`src/rtl/audio_i2s_rx.sv`:
```
// Stereo I2S receiver: oversamples sclk/lrck/sdata on the system clock and
// deserialises left/right words. Pairs are released to the outputs only on clken48kHz.
module audio_i2s_rx #(
  parameter int BITS = 18
) (
  input  logic                   clock,
  input  logic                   reset,
  input  logic                   clken48kHz,
  input  logic                   sclk,
  input  logic                   lrck,
  input  logic                   sdata,
  output logic signed [BITS-1:0] LEFTout,
  output logic signed [BITS-1:0] RIGHTout,
  output logic                   sample_valid,
  output logic                   overrun,
  output logic                   underrun
);

  localparam int CW = $clog2(BITS + 1);

  typedef enum logic [1:0] {IDLE, SKIP, SHIFT, HOLD} state_t;

  logic [2:0]      sclk_sync_q;
  logic [1:0]      lrck_sync_q, sdata_sync_q;
  logic            lrck_prev_q;
  state_t          state_q, state_d;
  logic [CW-1:0]   cnt_q, cnt_d, idx;
  logic [BITS-1:0] shreg_q, shreg_d;
  logic [BITS-1:0] left_hold_q, left_hold_d;
  logic            left_valid_q, left_valid_d;
  logic [BITS-1:0] stage_l_q, stage_r_q;
  logic            pair_ready_q;
  logic signed [BITS-1:0] left_out_q, right_out_q;
  logic            valid_q, ovr_q, und_q;

  logic sclk_rise, lr, sd, lr_chg, pair_done;

  assign sclk_rise = sclk_sync_q[1] & ~sclk_sync_q[2];
  assign lr        = lrck_sync_q[1];
  assign sd        = sdata_sync_q[1];
  assign lr_chg    = sclk_rise && (lr != lrck_prev_q);
  assign idx       = CW'(BITS - 1) - cnt_q;

  always_comb begin
    state_d      = state_q;
    cnt_d        = cnt_q;
    shreg_d      = shreg_q;
    left_hold_d  = left_hold_q;
    left_valid_d = left_valid_q;
    pair_done    = 1'b0;
    case (state_q)
      IDLE: begin
        left_valid_d = 1'b0;
        if (lr_chg && !lr) state_d = SKIP;
      end
      // Delay-slot bit was dropped on the change edge; arm for the MSB.
      SKIP: begin
        cnt_d   = '0;
        shreg_d = '0;
        state_d = SHIFT;
      end
      SHIFT, HOLD: begin
        if (lr_chg) begin
          // shreg is cleared at word start, so short words are already zero-filled
          if (lr) begin
            left_hold_d  = shreg_q;
            left_valid_d = 1'b1;
          end else if (left_valid_q) begin
            pair_done = 1'b1;
          end
          cnt_d   = '0;
          shreg_d = '0;
          state_d = SHIFT;
        end else if (sclk_rise && state_q == SHIFT) begin
          shreg_d[idx] = sd;
          cnt_d        = cnt_q + CW'(1);
          if (cnt_q == CW'(BITS - 1)) state_d = HOLD;
        end
      end
      default: state_d = IDLE;
    endcase
  end

  always_ff @(posedge clock) begin
    if (reset) begin
      sclk_sync_q  <= '0;
      lrck_sync_q  <= '0;
      sdata_sync_q <= '0;
      lrck_prev_q  <= 1'b0;
      state_q      <= IDLE;
      cnt_q        <= '0;
      shreg_q      <= '0;
      left_hold_q  <= '0;
      left_valid_q <= 1'b0;
    end else begin
      sclk_sync_q  <= {sclk_sync_q[1:0], sclk};
      lrck_sync_q  <= {lrck_sync_q[0], lrck};
      sdata_sync_q <= {sdata_sync_q[0], sdata};
      if (sclk_rise) lrck_prev_q <= lr;
      state_q      <= state_d;
      cnt_q        <= cnt_d;
      shreg_q      <= shreg_d;
      left_hold_q  <= left_hold_d;
      left_valid_q <= left_valid_d;
    end
  end

  // Strobe consumes the old staging before a coincident pair overwrites it.
  always_ff @(posedge clock) begin
    if (reset) begin
      stage_l_q    <= '0;
      stage_r_q    <= '0;
      pair_ready_q <= 1'b0;
      left_out_q   <= '0;
      right_out_q  <= '0;
      valid_q      <= 1'b0;
      ovr_q        <= 1'b0;
      und_q        <= 1'b0;
    end else begin
      valid_q <= 1'b0;
      if (clken48kHz) begin
        if (pair_ready_q) begin
          left_out_q  <= stage_l_q;
          right_out_q <= stage_r_q;
          valid_q     <= 1'b1;
        end else begin
          und_q <= 1'b1;
        end
      end
      if (pair_done) begin
        stage_l_q    <= left_hold_q;
        stage_r_q    <= shreg_q;
        pair_ready_q <= 1'b1;
        if (pair_ready_q && !clken48kHz) ovr_q <= 1'b1;
      end else if (clken48kHz) begin
        pair_ready_q <= 1'b0;
      end
    end
  end

  assign LEFTout      = left_out_q;
  assign RIGHTout     = right_out_q;
  assign sample_valid = valid_q;
  assign overrun      = ovr_q;
  assign underrun     = und_q;

endmodule

```
`config.mk`:
```
export PLATFORM = sky130hd
export DESIGN_NAME = audio_i2s_rx
export DESIGN_NICKNAME = d
export VERILOG_FILES = /design/src/rtl/audio_i2s_rx.sv
export SDC_FILE = /design/constraint.sdc
export NUM_CORES = 1
export LEC_CHECK = 0
export ABC_AREA = 1
export BUFFER_PORTS_ARGS = -buffer_cell sky130_fd_sc_hd__buf_2
export CAP_MARGIN = 20
export CORE_MARGIN = 2
export CORE_UTILIZATION = 53
export CTS_CLUSTER_DIAMETER = 80
export DETAILED_ROUTE_END_ITERATION = 8
export PLACE_DENSITY = 0.75
export SETUP_SLACK_MARGIN = 0.2
export SLEW_MARGIN = 5
export SYNTH_ARGS = -nofsm -noshare
export SYNTH_HDL_FRONTEND = slang
export SYNTH_SLANG_ARGS = --single-unit
```
`constraint.sdc`:
```
create_clock -name clock -period 1.5 [get_ports clock]
set_input_delay 0.225 -clock clock [delete_from_list [all_inputs] [get_ports clock]]
set_output_delay 0.225 -clock clock [all_outputs]
set_load 0.03 [all_outputs]
```
* Word level (Yosys, flattened, before mapping) *
Cells that the tools add are included.

cells by class
  $add $sub $neg = 2
  $lt $le $gt $ge = 2
  equality and inequality tests = 10
  muxes and demuxes = 24
  bitwise logic cells = 4
  reductions and logical operators = 20

operators by type and width
  cell                                                  number
  2-to-1 mux 18 bit                                     2
  case mux 18 bit (2 select lines)                      1
  bitwise mux 18 bit                                    1
  2-to-1 mux 1 bit                                      10
  2-to-1 mux 5 bit                                      2
  case mux 5 bit (2 select lines)                       1
  AND reduction 3 bit                                   3
  2-to-1 mux 2 bit                                      4
  AND reduction 2 bit                                   4
  < comparator 5 x 6 -> 1 bit (second input constant)   1
  != test 2 bit (second input constant)                 3
  != test 3 bit (second input constant)                 2
  case mux 2 bit (3 select lines)                       1
  nonzero test 2 bit                                    3
  adder 5 x 1 -> 5 bit (second input constant)          1
  demux 1 bit (select 5 bit)                            1
  equality test 5 bit (second input constant)           1
  >= comparator 5 x 1 -> 1 bit (second input constant)  1
  logical AND 1 bit                                     5
  subtractor 5 bit (first input constant)               1
  equality test 2 bit (second input constant)           2
  OR reduction 2 bit                                    2
  NOT 1 bit                                             3
  equality test 2 x 1 -> 1 bit (second input constant)  1
  5 further kinds                                       6

storage, ports and cells
  register bits after elaboration = 128
  input bits = 6

* Logic depth before layout (Yosys ltp) *
  depth after elaboration = 9
  depth in mapped cells = 10
  mapped depth without buffers = 10

* Worst setup path after synthesis *
Ideal clock, no wire load.

  kind = register -> register
  start point = reg cnt_q[1]
  end point = reg shreg_q[2]
  library setup time = 138 ps
  data arrival time = 1440 ps
  path slack = -78 ps
  stages on the path, launching flop included = 11
  buffers on the path = 0
  period minus slack after synthesis = 1578 ps
  path through = dfxtp_1 -> inv_1 -> ha_1 -> inv_1 -> nand2_1 -> a21oi_1 -> nand2_1 -> nor2_1 -> nand2_1 -> nand2_1 -> a21oi_1

between the ends
  longest elaborated chain between the ends = 9
  elaborated cells on any way between the ends = 10
  those cells by class = add/sub: 1; order compare: 2; mux: 6; reduce/logical: 1

ends and longest elaborated chain
  item                                                                                               line  RTL
  start, declared                                                                                    27    logic [CW-1:0] cnt_q, cnt_d, idx;
  start signal, assigned                                                                             101   cnt_q <= cnt_d;
  subtractor 5 bit *                                                                                 42    assign idx = CW'(BITS - 1) - cnt_q;
  < comparator 5 x 6 -> 1 bit (implied by the code) or >= comparator 5 x 1 -> 1 bit (tied branches)  75    shreg_d[idx] = sd;
  logical AND 1 bit (implied by the code)                                                            75
  2-to-1 mux 1 bit (implied by the code)                                                             75
  demux 1 bit (select 5 bit) *                                                                       75
  bitwise mux 18 bit *                                                                               75
  2-to-1 mux 18 bit *                                                                                74    end else if (sclk_rise && state_q == SHIFT) begin
  2-to-1 mux 18 bit *                                                                                63    if (lr_chg) begin
  case mux 18 bit (2 select lines) *                                                                 51    case (state_q)
  end signal, assigned                                                                               102   shreg_q <= shreg_d;
  end, declared                                                                                      28    logic [BITS-1:0] shreg_q, shreg_d;

Mark *: on every way between the ends. The rest lies on a longest branch, timed or not. The select of a mux whose other input is x is not followed.
A chain may end at the register's enable or synchronous reset.

* Worst setup path after layout *
  start point = reg sclk_sync_q[1]
  end point = reg shreg_q[8]

between the ends
  longest elaborated chain between the ends = 4
  elaborated cells on any way between the ends = 7
  those cells by class = eq/ne: 1; mux: 2; bitwise: 1; reduce/logical: 3

ends and longest elaborated chain
  item                                                                     line    RTL
  start, declared                                                          23      logic [2:0] sclk_sync_q;
  start signal, assigned                                                   96      sclk_sync_q <= {sclk_sync_q[1:0], sclk};
  AND 1 bit *                                                              38      assign sclk_rise = sclk_sync_q[1] & ~sclk_sync_q[2];
  logical AND 1 bit (on tied branches)                                     41, 74
  2-to-1 mux 18 bit or != test 3 bit (tied branches)                       --
  case mux 18 bit (2 select lines) or AND reduction 2 bit (tied branches)  --

Mark *: on every way between the ends. The rest lies on a longest branch, timed or not.

==> impl_metrics.ini <==
[outcome]
status = complete, but fails checks
failed_checks = negative setup slack

[global_route]
antenna_found_initial = 0
grt_pass1_vias = 4192
grt_use_total_pct = 24.04
grt_pass1_wl_mm = 19.19
overflow = 0
grt_max_degree = 92

[yosys]
synth.most_common_cell = dfxtp_1
synth_top_area_cell = dfxtp_1
ys.flop_type = dfxtp_1
yosys_warnings = 0
syn_area_um2 = 4933
ys_seq_area_share_pct = 51.94
async_flop_share_pct = 0
netlist_top_cells_count = dfxtp_1 (128), nor2_1 (96), o21ai_0 (92)
synth_top_area_share_pct = 51.94
synth_area_leaders = dfxtp_1 (52%), o21ai_0 (9.3%), a21oi_1 (8.2%), nor2_1 (7.3%), inv_1 (5.8%)
synth_seq_cells = 128
synth_cell_types = 26
syn_inst = 636
syn_area_per_cell_um2 = 7.757
synth-edff-count = 0
synthesis.nets = 648

[power]
p_leak_nw = 2.773
peakVddDrop_mv = 0.6800
power.density_nw_per_um2 = 1185

[critical_path]
critPathBufInv = 3
critPathLaunchType = flop
end_kind = flop
cp.depth = 9
cp_max_fo = 7
critical_path_class = reg2reg
crit_arrival_ns = 2.08
critPathTopFamily = simple AND/OR/NAND/NOR gates
reg2reg_depth = 9
critPathMaxStageDelay_ns = 0.32
critPathRequiredTime_ns = 1.95
crit_slowest_cell = dfxtp_2
worstPathCellList = inv_2, nor2_4, inv_2, nor3_4, buf_6, nand2_8, nor2_4, nand2_2, a21oi_2

[place]
port_buffers = 44
pre_cts_ws_ns = -0.1110
globalplace.congestion = 0.8809
dp_hpwl_mm = 6.687

[detailed_routing]
drtAntennaViolNets = 0
dr.pass1.iters = 6
drtIter0Drc = 293
vias_per_cell = 5.561
dr_total_vias = 4699
post_drt_wl_per_cell_um = 17.58
totalWireLength_mm = 14.86
drc = 0

[sta]
rsz0062_at_grt = true
finalCritPeriodShare_pct = 109.0
finClkSkew_ns = 0.009755
setup_ws_ns = -0.1347
maxSlewViolCount = 0
worst_slew_pin_slew_ns = 0.4085
setup_violations = 51
min_period_ns = 1.635
max_freq_mhz = 611.7
hold_viol = 0
maxSlewHeadroom_pct = 72.77

[finish]
num-nets-final = 733
area_delta_synth_final_pct = 41.44
final_util_pct = 76.24
drive_above_1_share_pct = 35.69
n_antenna_cell = 0

[clock_network]
clk_pin_slew_worst_paths_ns = 0.06
htree_num_levels = 4
cts_root_buffer = clkbuf_8
numCtsBuffers = 17
cts.sinks = 128
clockBufferDepth = 2
clk_latency_ns = 0.52
cts_tree = done

[die]
core_area_um2 = 9153
rows = 35
die_h_um = 100.5
design.portCount = 45
fp.dieArea_um2 = 10100
die_x_um = 100.5
initial_core_util_pct = 53.90

[run]
maxCapViolCount = 0

[hold_path]
hp-class = in2reg
min_path_cells = 3
## timing repair
| item | in CTS | in global routing |
|---|---|---|
| pin swaps | 14 | 31 |
| buffers inserted | 11 | 15 |
| hold buffers | 4 | 0 |
| resized for setup | 64 | 173 |
| setup endpoints to repair | 83 | 105 |
| cloned | 5 | 5 |
| endpoints found under the hold margin | 4 | 0 |
## stage by stage
step	power [mW]	instance area (um^2)	hold WS, ns	TNS, ns	std cells
after floorplan	3.877	5005	0.3320	0	636
final	8.270	6978	0.1975	-2.706	845
after global placement	4.024	5365	0.3929	-0.002893	773
after global routing	8.493	6978	0.2142	-6.834	845
after detailed placement	4.038	5365	0.3986	-0.7973	773
after CTS	8.042	6269	0.1509	0	825
## cell families (layout without fill, tap and decap cells)
group,Yosys count,after routing,share of synthesized area [%]
AO/OA/AOI/OAI,185,185,19.63
XOR/XNOR,3,3,0.5327
adder cells (fa/ha/maj),6,6,1.522
buffers and inverters,112,208,8.851
flip-flops,128,128,51.94
AND/OR/NAND/NOR,202,204,17.53
## worst min-delay path: stages
cell	delay [ns]
buf_2	0.16
buf_4	0.24
a21oi_2	0.04
## cell type report
type,instances,area (um^2)
flip-flops and latches,128,2587
multi-input cells,398,2444
fillers,550,2175
repair buffers,96,920.9
clock buffers,17,414.1
inverters,79,326.6
clock inverters,15,138.9
well taps,111,138.9
repair inverters,1,7.507
## power by group
group | internal (mW) | switching [mW] | leakage (nW)
Combinational | 0.340 | 0.584 | 1.46
Clock | 2.12 | 1.74 | 0.274
Sequential | 3.43 | 0.0588 | 1.04
## registers in the layout, indices dropped and copies added (netlist names), 3 cells and up
register and count:
shreg_q 18, RIGHTout 18, stage_r_q 18, left_hold_q 18
sclk_sync_q 3, cnt_q 5, stage_l_q 18, LEFTout 18
## worst paths after layout
| check | from | end | slack [ns] |
|---|---|---|---|
| setup / recovery | sclk_sync_q[1] | shreg_q[8] | -0.13 |
| hold / removal | reset | cnt_q[1] | 0.20 |
| setup reg to reg | sclk_sync_q[1] | shreg_q[8] | -0.13 |
| hold reg to reg | sclk_sync_q[0] | sclk_sync_q[1] | 0.41 |
## layer usage
layer	wire length [um]	track usage, %	vias up
li1	-	-	2230
met1	5760	29.88	2207
met2	7575	41.46	206
met4	622	7.271	0
met5	0	0	-
met3	899	5.825	56
## placed cells by master, fill, tap and decap left out, types with 3 or more instances in the layout
master / netlist / final
dfxtp_4: 0 / 6
clkinvlp_4: 0 / 4
nor2_1: 96 / 76
inv_2: 1 / 6
inv_4: 0 / 6
buf_2: 4 / 21
nor2_2: 1 / 13
nand4_1: 3 / 3
inv_6: 0 / 6
buf_6: 0 / 15
clkbuf_16: 0 / 20
o21ai_0: 92 / 48
nand3_4: 0 / 4
clkbuf_4: 0 / 11
inv_8: 0 / 6
o21ai_2: 0 / 20
buf_4: 0 / 31
nand2_8: 0 / 3
nand2_2: 11 / 20
nor2_4: 0 / 9
dlygate4sd3_1: 0 / 4
nand3_1: 19 / 9
ha_1: 6 / 4
nand3_2: 1 / 7
a21oi_1: 81 / 69
nand2_1: 66 / 50
a21oi_2: 10 / 20
o21ai_1: 0 / 23
nand2_4: 1 / 6
dfxtp_1: 128 / 120
buf_12: 0 / 6
inv_1: 76 / 62
No activity file was read; power rests on OpenSTA's default activity.
